--- src/rtl/adc_arb_pkg.sv ---
`default_nettype none
// +--------------------------------------------------------------------------+
// | adc_arb_pkg : shared ADC arbitration types and channel constants         |
// | Revision    : 1.0                                                        |
// +--------------------------------------------------------------------------+
package adc_arb_pkg;

  localparam int c_chnl_w = 3;
  localparam int c_res_w  = 12;

  typedef enum logic [2:0] {
    IDLE  = 3'd0,
    LOAD  = 3'd1,
    START = 3'd2,
    WAIT  = 3'd3,
    DONE  = 3'd4
  } arb_state_t;

  // Slider scanner owns a contiguous block of ADC channels starting here.
  localparam logic [c_chnl_w-1:0] c_sld_chnl_first = 3'd0;
  localparam int                  c_sld_chnl_cnt   = 4;

  function automatic logic is_sld_chnl(input logic [c_chnl_w-1:0] ch);
    return (int'(ch) >= int'(c_sld_chnl_first)) &&
           (int'(ch) <  int'(c_sld_chnl_first) + c_sld_chnl_cnt);
  endfunction

endpackage
`default_nettype wire

--- src/rtl/adc_arbiter_rr_picker.sv ---
`default_nettype none
// +--------------------------------------------------------------------------+
// | rr_picker : combinational round-robin select, first set bit after ptr    |
// | Revision  : 1.0                                                          |
// +--------------------------------------------------------------------------+
module rr_picker #(
  parameter int NUM_REQ = 4,
  parameter int IDX_W   = 2
) (
  input  logic [NUM_REQ-1:0] req,
  input  logic [IDX_W-1:0]   ptr,
  output logic [NUM_REQ-1:0] win_oh,
  output logic [IDX_W-1:0]   win_idx,
  output logic               win_vld
);

  int               w_cand;
  logic [IDX_W-1:0] w_cand_idx;

  // Scan farthest offset first so the nearest requester after ptr wins last.
  always_comb begin
    win_oh     = '0;
    win_idx    = '0;
    win_vld    = 1'b0;
    w_cand     = 0;
    w_cand_idx = '0;
    for (int off = NUM_REQ; off >= 1; off--) begin
      w_cand = int'(ptr) + off;
      if (w_cand >= NUM_REQ) w_cand = w_cand - NUM_REQ;
      w_cand_idx = IDX_W'(w_cand);
      if (req[w_cand_idx]) begin
        win_oh             = '0;
        win_oh[w_cand_idx] = 1'b1;
        win_idx            = w_cand_idx;
        win_vld            = 1'b1;
      end
    end
  end

endmodule
`default_nettype wire

--- src/rtl/adc_arbiter.sv ---
`default_nettype none
// +--------------------------------------------------------------------------+
// | adc_arbiter : round-robin sharing of one adc_spi converter               |
// | Revision    : 1.0                                                        |
// +--------------------------------------------------------------------------+
module adc_arbiter
  import adc_arb_pkg::*;
#(
  parameter int NUM_REQ = 4,
  parameter int CHNL_W  = c_chnl_w,
  parameter int RES_W   = c_res_w,
  parameter int TIMEOUT = 4096
) (
  input  logic                      clk,
  input  logic                      rst_n,
  input  logic [NUM_REQ-1:0]        req,
  input  logic [NUM_REQ*CHNL_W-1:0] req_chnl,
  output logic [NUM_REQ-1:0]        gnt,
  output logic [NUM_REQ-1:0]        ack,
  output logic [RES_W-1:0]          rsp_data,
  output logic                      rsp_err,
  output logic                      busy,
  output logic [CHNL_W-1:0]         chnl,
  output logic                      strt_cnv,
  input  logic [RES_W-1:0]          res,
  input  logic                      cnv_cmplt
);

  localparam int c_idx_w = (NUM_REQ > 1) ? $clog2(NUM_REQ) : 1;
  localparam int c_cnt_w = (TIMEOUT > 1) ? $clog2(TIMEOUT) : 1;

  arb_state_t          r_state;
  logic [c_idx_w-1:0]  r_ptr;
  logic [c_idx_w-1:0]  r_id;
  logic [c_cnt_w-1:0]  r_tmo_cnt;
  logic                r_cmplt_q;

  logic [NUM_REQ-1:0]  w_win_oh;
  logic [c_idx_w-1:0]  w_win_idx;
  logic                w_win_vld;
  logic [CHNL_W-1:0]   w_chnl_arr [NUM_REQ];
  logic [CHNL_W-1:0]   w_win_chnl;
  logic                w_cmplt_edge;

  for (genvar i = 0; i < NUM_REQ; i++) begin : g_chnl
    assign w_chnl_arr[i] = req_chnl[i*CHNL_W +: CHNL_W];
  end

  assign w_win_chnl   = w_chnl_arr[w_win_idx];
  // A level left high by the previous conversion must not count as done.
  assign w_cmplt_edge = cnv_cmplt & ~r_cmplt_q;

  rr_picker #(
    .NUM_REQ (NUM_REQ),
    .IDX_W   (c_idx_w)
  ) u_picker (
    .req     (req),
    .ptr     (r_ptr),
    .win_oh  (w_win_oh),
    .win_idx (w_win_idx),
    .win_vld (w_win_vld)
  );

  always_ff @(posedge clk or negedge rst_n) begin
    if (!rst_n) begin
      r_state   <= IDLE;
      r_ptr     <= c_idx_w'(NUM_REQ - 1);
      r_id      <= '0;
      r_tmo_cnt <= '0;
      r_cmplt_q <= 1'b0;
      gnt       <= '0;
      ack       <= '0;
      rsp_data  <= '0;
      rsp_err   <= 1'b0;
      busy      <= 1'b0;
      chnl      <= '0;
      strt_cnv  <= 1'b0;
    end else begin
      r_cmplt_q <= cnv_cmplt;
      case (r_state)
        IDLE: begin
          if (w_win_vld) begin
            r_id    <= w_win_idx;
            chnl    <= w_win_chnl;
            gnt     <= w_win_oh;
            busy    <= 1'b1;
            r_state <= LOAD;
          end
        end
        LOAD: begin
          strt_cnv <= 1'b1;
          r_state  <= START;
        end
        START: begin
          strt_cnv  <= 1'b0;
          r_tmo_cnt <= '0;
          r_state   <= WAIT;
        end
        WAIT: begin
          if (w_cmplt_edge) begin
            rsp_data <= res;
            rsp_err  <= 1'b0;
            ack      <= gnt;
            r_state  <= DONE;
          end else if (r_tmo_cnt == c_cnt_w'(TIMEOUT - 1)) begin
            rsp_data <= '0;
            rsp_err  <= 1'b1;
            ack      <= gnt;
            r_state  <= DONE;
          end else begin
            r_tmo_cnt <= r_tmo_cnt + 1'b1;
          end
        end
        DONE: begin
          ack     <= '0;
          gnt     <= '0;
          busy    <= 1'b0;
          r_ptr   <= r_id;
          r_state <= IDLE;
        end
        default: r_state <= IDLE;
      endcase
    end
  end

endmodule
`default_nettype wire
--- config.mk ---
export PLATFORM = sky130hd
export DESIGN_NAME = adc_arbiter
export DESIGN_NICKNAME = d
export VERILOG_FILES = /design/src/rtl/adc_arb_pkg.sv /design/src/rtl/adc_arbiter_rr_picker.sv /design/src/rtl/adc_arbiter.sv
export SDC_FILE = /design/constraint.sdc
export NUM_CORES = 1
export LEC_CHECK = 0
export CAP_MARGIN = 20
export CORE_ASPECT_RATIO = 1.25
export CORE_MARGIN = 5
export CORE_UTILIZATION = 35
export DETAILED_ROUTE_END_ITERATION = 7
export GPL_TIMING_DRIVEN = 0
export PLACE_DENSITY = 0.63
export SYNTH_ARGS = -nofsm -noshare
export SYNTH_HDL_FRONTEND = slang
export SYNTH_SLANG_ARGS = --single-unit
--- constraint.sdc ---
create_clock -name clk -period 7.4 [get_ports clk]
set_input_delay 1.48 -clock clk [delete_from_list [all_inputs] [get_ports clk]]
set_output_delay 1.48 -clock clk [all_outputs]
set_load 0.02 [all_outputs]
==> metrics.cfg, run 1 <==
[finish]
final_common_cell = clkdlybuf4s50_1
num_antenna_cells = 0
final_area_um2 = 3433
layout_common_cells = clkdlybuf4s50_1 (55), dfrtp_1 (44), nand2_1 (26)
drive_gt1_share_pct = 10.42
n_fill_cell = 721
syn_to_final_growth_pct = 29.68
finalNetCount = 373

[global_routing]
grt_max_degree = 32
antenna_found_initial = 0
grt-ovfl-total = 0
grt_pass1_vias = 2142
grt_use_total_pct = 13.34
grt_pass1_wl_mm = 10.21

[synth]
synthSimpleGateAreaFrac_pct = 19.09
syn_avg_cell_area_um2 = 9.770
synth_compound_area_share_pct = 19.66
synth.distinct_cells = 43
synth_edf_count = 0
synth-seq-cells = 46
synthesis.area_um2 = 2648
synth_top_family_by_area = compound AO/OA/AOI/OAI gates
synthCells = 271
syn-num-nets = 309
synth_ff_type = dfrtp_1
yosysWarnings = 0
yosysSeqAreaShare_pct = 43.57
async_flop_share_pct = 100.0
synthXorXnorAreaFrac_pct = 2.977
synthAdderAreaFrac_pct = 3.308
synth.area.mux_share_pct = 6.805

[drt]
drt-wirelength-per-cell_um = 14.07
routed_wirelength_mm = 6.023
vias = 2238
drtIter0Drc = 76
avgViaCountPerCell = 5.229
drc = 0
ant_nets = 0
first_pass_iters = 5

[floorplanning]
dieArea_um2 = 9415
start_util_pct = 35.99
dieWidth_um = 87.79
ios = 57
dieHeight_um = 107.2
rows = 35
core-area_um2 = 7357

[timing]
worstMarginPinSlew_ns = 0.8147
rsz0062_at_grt = no
fin_crit_ns = 3.557
drv_slew = 0
setup_viol = 0
hold_viol_final = 0
worst_hold_slack_ns = 0.4827
relSlewSlack_pct = 45.27
fmax_mhz = 281.2
period_share_pct = 48.06
finClkSkew_ns = 0.007383
tns_ns = 0
setup_ws_ns = 3.843

[min_path]
min_path_type = reg -> reg

[clocking]
cts.sinks = 46
cts_tree = yes
cts_root_buf = clkbuf_8
post_cts_buffers = 0
clock_tree.htree_level_count = 2
path_clk_slew_ns = 0.08
cts_hold_buf = 0
clock_path_buffers = 2
cts_buffers = 5
clkLatencyLatePin_ns = 0.29
cts_resized = 0

[worst_setup_path]
start_kind = input pin
required_ns = 7.56
worstPathArrival_ns = 3.72
cp_max_fo = 10
worstSetupPathType = in -> reg
end_kind = flop

[run]
maxCapViolCount = 0

[placed_design]
gp_congestion = 0.8035
portBuffers = 56
post_dp_cell_area_um2 = 3338
post-place-ws_ns = 3.591
dpl.hpwl_mm = 4.703

[power]
ir_drop_uv = 145.5
cellPowerDensity_nw_per_um2 = 362.2
leakagePower_nw = 1.419

[run_status]
run_status = finished clean

[report_power, final]
group          internal, mW  switching (mW)  total, mW
registers             0.344          0.0606      0.405
clock network        0.0751          0.0799      0.155
logic                 0.318           0.365      0.684
total                 0.738           0.506       1.24
[cells in the mapped netlist, drive strengths merged (2+ instances only)]
cell type | count | area, um2
inv | 7 | 26.28
a22o | 14 | 122.6
buf | 8 | 68.81
nand3 | 12 | 65.06
or3b | 2 | 17.52
nand2 | 26 | 97.59
clkbuf | 7 | 26.28
a211oi | 4 | 30.03
nand4 | 2 | 12.51
nor2 | 24 | 90.09
a2111oi | 3 | 26.28
mux2i | 3 | 30.03
nand2b | 2 | 12.51
ha | 7 | 87.58
and3 | 3 | 18.77
xnor2 | 3 | 26.28
dfstp | 2 | 52.55
and2b | 5 | 37.54
or4 | 2 | 15.01
nor2b | 10 | 65.06
xor2 | 6 | 52.55
a221oi | 4 | 35.03
nor3 | 11 | 55.05
dfrtp | 44 | 1101
a21oi | 19 | 98.85
mux4 | 4 | 93.84
a221o | 2 | 20.02
mux2 | 5 | 56.30
nor4 | 3 | 18.77
a22oi | 3 | 22.52
o21ai | 18 | 90.09
[metrics by stage]
stage | power, mW | std cells | util (%)
after detailed placement | 1.102 | 420 | 45.37
after floorplan | 0.8489 | 271 | -
after global placement | 1.087 | 419 | 45.17
after CTS | 1.261 | 428 | 46.67
after global routing | 1.345 | 428 | 46.67
final | 1.243 | 428 | 46.67
[registers in the layout (all words and copies together), names as in the netlist, 2 cells and up]
name       flops
ack            4
chnl           3
gnt            4
r_id           2
r_ptr          2
r_state        3
r_tmo_cnt     12
rsp_data      12
[final timing paths]
path                                            end            startpoint  cells after the start  slack [ns]
min reg2reg                        busy$_DFFE_PN0P_      busy$_DFFE_PN0P_                      2        0.48
max reg2reg                     chnl[2]$_DFFE_PN0P_  r_ptr[1]$_DFFE_PN1P_                     10        4.08
max in group asynchronous   rsp_data[4]$_DFFE_PN0P_                 rst_n                      2        5.83
max                             chnl[2]$_DFFE_PN0P_                req[3]                      8        3.84
min                                busy$_DFFE_PN0P_      busy$_DFFE_PN0P_                      2        0.48
min in group asynchronous  r_tmo_cnt[5]$_DFFE_PN0P_                 rst_n                      1        1.09
[logic make-up (layout without fill, tap and decap cells)]
kind of cell	after synthesis	count (layout)
simple gates	102	102
compound gates	73	73
xor+xnor	9	9
buf+inv	22	87
fa+ha+maj	7	7
flops	46	46
mux	12	12
[routing by layer]
metal / GRT usage, % / up-vias / routed length, um
met2: 23.87 / 50 / 3142
met4: 3.289 / 0 / 54
li1: - / 1115 / -
met1: 16.36 / 1069 / 2508
met3: 2.229 / 4 / 318
met5: 0 / - / 0
[worst max-delay path: stages]
cell and delay [ns]:
clkdlybuf4s50_1 0.46, buf_6 0.17, mux4_2 0.55, buf_2 0.22, o21ai_0 0.17, a22oi_1 0.09
a2111oi_0 0.48, nor3_1 0.11
[cell type report]
class / instances / area [um2] / share of cell area [%]
clock inverters: 2 / 12.51 / 0.3644
inverters: 7 / 26.28 / 0.7653
repair buffers: 57 / 575.6 / 16.76
well taps: 92 / 115.1 / 3.353
flip-flops and latches: 46 / 1154 / 33.60
clock buffers: 6 / 82.58 / 2.405
plain buffers: 15 / 95.09 / 2.770
multi-input cells: 203 / 1373 / 39.98
Note: power is estimated with default switching activity, not from simulation.
==> run 2: changes to the inputs <==
--- a/config.mk
+++ b/config.mk
@@ -11,7 +11,7 @@
 export CORE_UTILIZATION = 35
 export DETAILED_ROUTE_END_ITERATION = 7
 export GPL_TIMING_DRIVEN = 0
-export PLACE_DENSITY = 0.63
+export PLACE_DENSITY = 0.65
 export SYNTH_ARGS = -nofsm -noshare
 export SYNTH_HDL_FRONTEND = slang
 export SYNTH_SLANG_ARGS = --single-unit
==> constraint.sdc (replaced) <==
create_clock -name clk -period 3.2 [get_ports clk]
set_input_delay 0.64 -clock clk [delete_from_list [all_inputs] [get_ports clk]]
set_output_delay 0.64 -clock clk [all_outputs]
set_load 0.02 [all_outputs]
==> metrics.cfg, run 2 (synthesis gave the netlist of run 1 again) <==
[worst_setup_path]
start_kind = flop
worstSetupPathType = reg -> reg
cp_max_fo = 10  ; unchanged
worstPathArrival_ns = 3.13  ; -0.59 ns
required_ns = 3.36  ; -4.20 ns
end_kind = flop

[global_routing]
antenna_found_initial = 0  ; unchanged
grt_pass1_vias = 2136  ; -0.28%
grt_use_total_pct = 13.40  ; +0.065 points
grt_pass1_wl_mm = 10.31  ; +1.0%
grt-ovfl-total = 0  ; unchanged
grt_max_degree = 32  ; unchanged

[timing]
period_share_pct = 93.02
setup_ws_ns = 0.2234  ; -3.620 ns
drv_slew = 0  ; unchanged
worstMarginPinSlew_ns = 0.8016  ; -0.01316 ns
rsz0062_at_grt = no
hold_viol_final = 0  ; unchanged
fmax_mhz = 335.9
worst_hold_slack_ns = 0.2604  ; -0.2223 ns
finClkSkew_ns = 0.005701  ; -0.001682 ns
relSlewSlack_pct = 46.07  ; +0.80 points
setup_viol = 0  ; unchanged
fin_crit_ns = 2.977

[floorplanning]
ios = 57  ; unchanged
dieWidth_um = 87.79  ; unchanged
core-area_um2 = 7357  ; unchanged
rows = 35  ; unchanged
start_util_pct = 35.99  ; unchanged
dieHeight_um = 107.2  ; unchanged
dieArea_um2 = 9415  ; unchanged

[power]
total_power_mw = 2.885  ; +130%
cellPowerDensity_nw_per_um2 = 839.5  ; +130%
ir_drop_uv = 431.8  ; +200%
leakagePower_nw = 1.419  ; about the same

[finish]
layout.cells.non_filler = 427  ; -0.23%
top_regs = r_tmo_cnt x12, rsp_data x12
layout_common_cells = clkdlybuf4s50_1 (55), dfrtp_1 (44), nand2_1 (26)
syn_to_final_growth_pct = 29.82
finalNetCount = 372  ; -0.27%
drive_gt1_share_pct = 10.75  ; +0.33 points
num_antenna_cells = 0  ; unchanged
final_common_cell = clkdlybuf4s50_1

[placed_design]
post-place-ws_ns = -0.07981  ; -3.671 ns
dp.cells = 420  ; unchanged
dpl.hpwl_mm = 4.687  ; -0.35%
gp_congestion = 0.7819  ; -2.7%
portBuffers = 56  ; unchanged

[clocking]
post_cts_buffers = 0  ; unchanged
path_clk_slew_ns = 0.08  ; about the same
cts_tree = yes
cts.sinks = 46  ; unchanged
clock_path_buffers = 2  ; unchanged
cts_buffers = 5  ; unchanged
cts_root_buf = clkbuf_8
clkLatencyLatePin_ns = 0.29  ; about the same
clock_tree.htree_level_count = 2  ; unchanged

[drt]
drtIter0Drc = 125  ; +64%
ant_nets = 0  ; unchanged
first_pass_iters = 4  ; -1
avgViaCountPerCell = 5.309  ; +1.5%
routed_wirelength_mm = 6.051  ; +0.46%
drt-wirelength-per-cell_um = 14.17  ; +0.70%
vias = 2267  ; +1.3%
drc = 0  ; unchanged

[min_path]
min_path_type = in -> async

[run]
maxCapViolCount = 0  ; unchanged

[run_status]
run_status = finished clean

run 2: cell count changes in the layout (fill, tap and decap cells not counted), sizes merged:
cell | previous run | this run
clkbuf | 13 | 12
run 2: power breakdown:
part	internal (mW)	switching [mW]
registers	0.797	0.157
clock network	0.173	0.180
logic	0.740	0.838
total	1.71	1.18
run 2: layout make-up:
cell class              count  area, um2
well taps                  92      115.1
repair buffers             57      575.6
inverters                   7      26.28
fillers                   689       3920
clock inverters             2      12.51
flip-flops and latches     46       1154
multi-input cells         203       1380
clock buffers               6      82.58
plain buffers              14      91.34
run 2: final timing paths:
path,endpoint,slack [ns],depth (start not counted),start
setup / recovery,chnl[2]$_DFFE_PN0P_,0.22,11,r_ptr[0]$_DFFE_PN1P_
hold / removal,r_tmo_cnt[9]$_DFFE_PN0P_,0.26,1,rst_n
setup reg to reg,chnl[2]$_DFFE_PN0P_,0.22,11,r_ptr[0]$_DFFE_PN1P_
hold reg to reg,busy$_DFFE_PN0P_,0.49,2,busy$_DFFE_PN0P_
max in group asynchronous,rsp_data[5]$_DFFE_PN0P_,2.46,2,rst_n
min in group clk,busy$_DFFE_PN0P_,0.49,2,busy$_DFFE_PN0P_
run 2: per-stage QoR:
step	setup TNS (ns)	utilization, %	cell area, um2
2_1_floorplan	0	-	2648
3_3_place_gp	-0.2949	45.17	3323
3_5_place_dp	-0.2278	45.37	3338
4_1_cts	0	46.70	3436
5_1_grt	0	46.72	3437
6_report	0	46.72	3437
run 2: metal layers:
layer | track usage, % | routed length [um] | vias up
li1 | - | - | 1117
met1 | 16.72 | 2526 | 1085
met2 | 23.49 | 3117 | 60
met3 | 2.537 | 360 | 5
met4 | 3.289 | 46 | 0
met5 | 0 | 0 | -
run 2: critical path, cell delays in order (launching register included):
cell and delay [ns]:
dfstp_2 0.56, buf_6 0.15, inv_1 0.17, ha_1 0.33, buf_2 0.17, mux4_2 0.34
buf_6 0.16, buf_8 0.13, a21oi_1 0.15, a22oi_1 0.08, a2111oi_0 0.48, nor3_1 0.11
run 2: repair_timing:
item / 4_1_cts / 5_1_grt
hold endpoints to repair: 0 / 0
endpoints found under the setup margin: 3 / 1
resized for setup: 1 / 1
hold buffers: 0 / 0
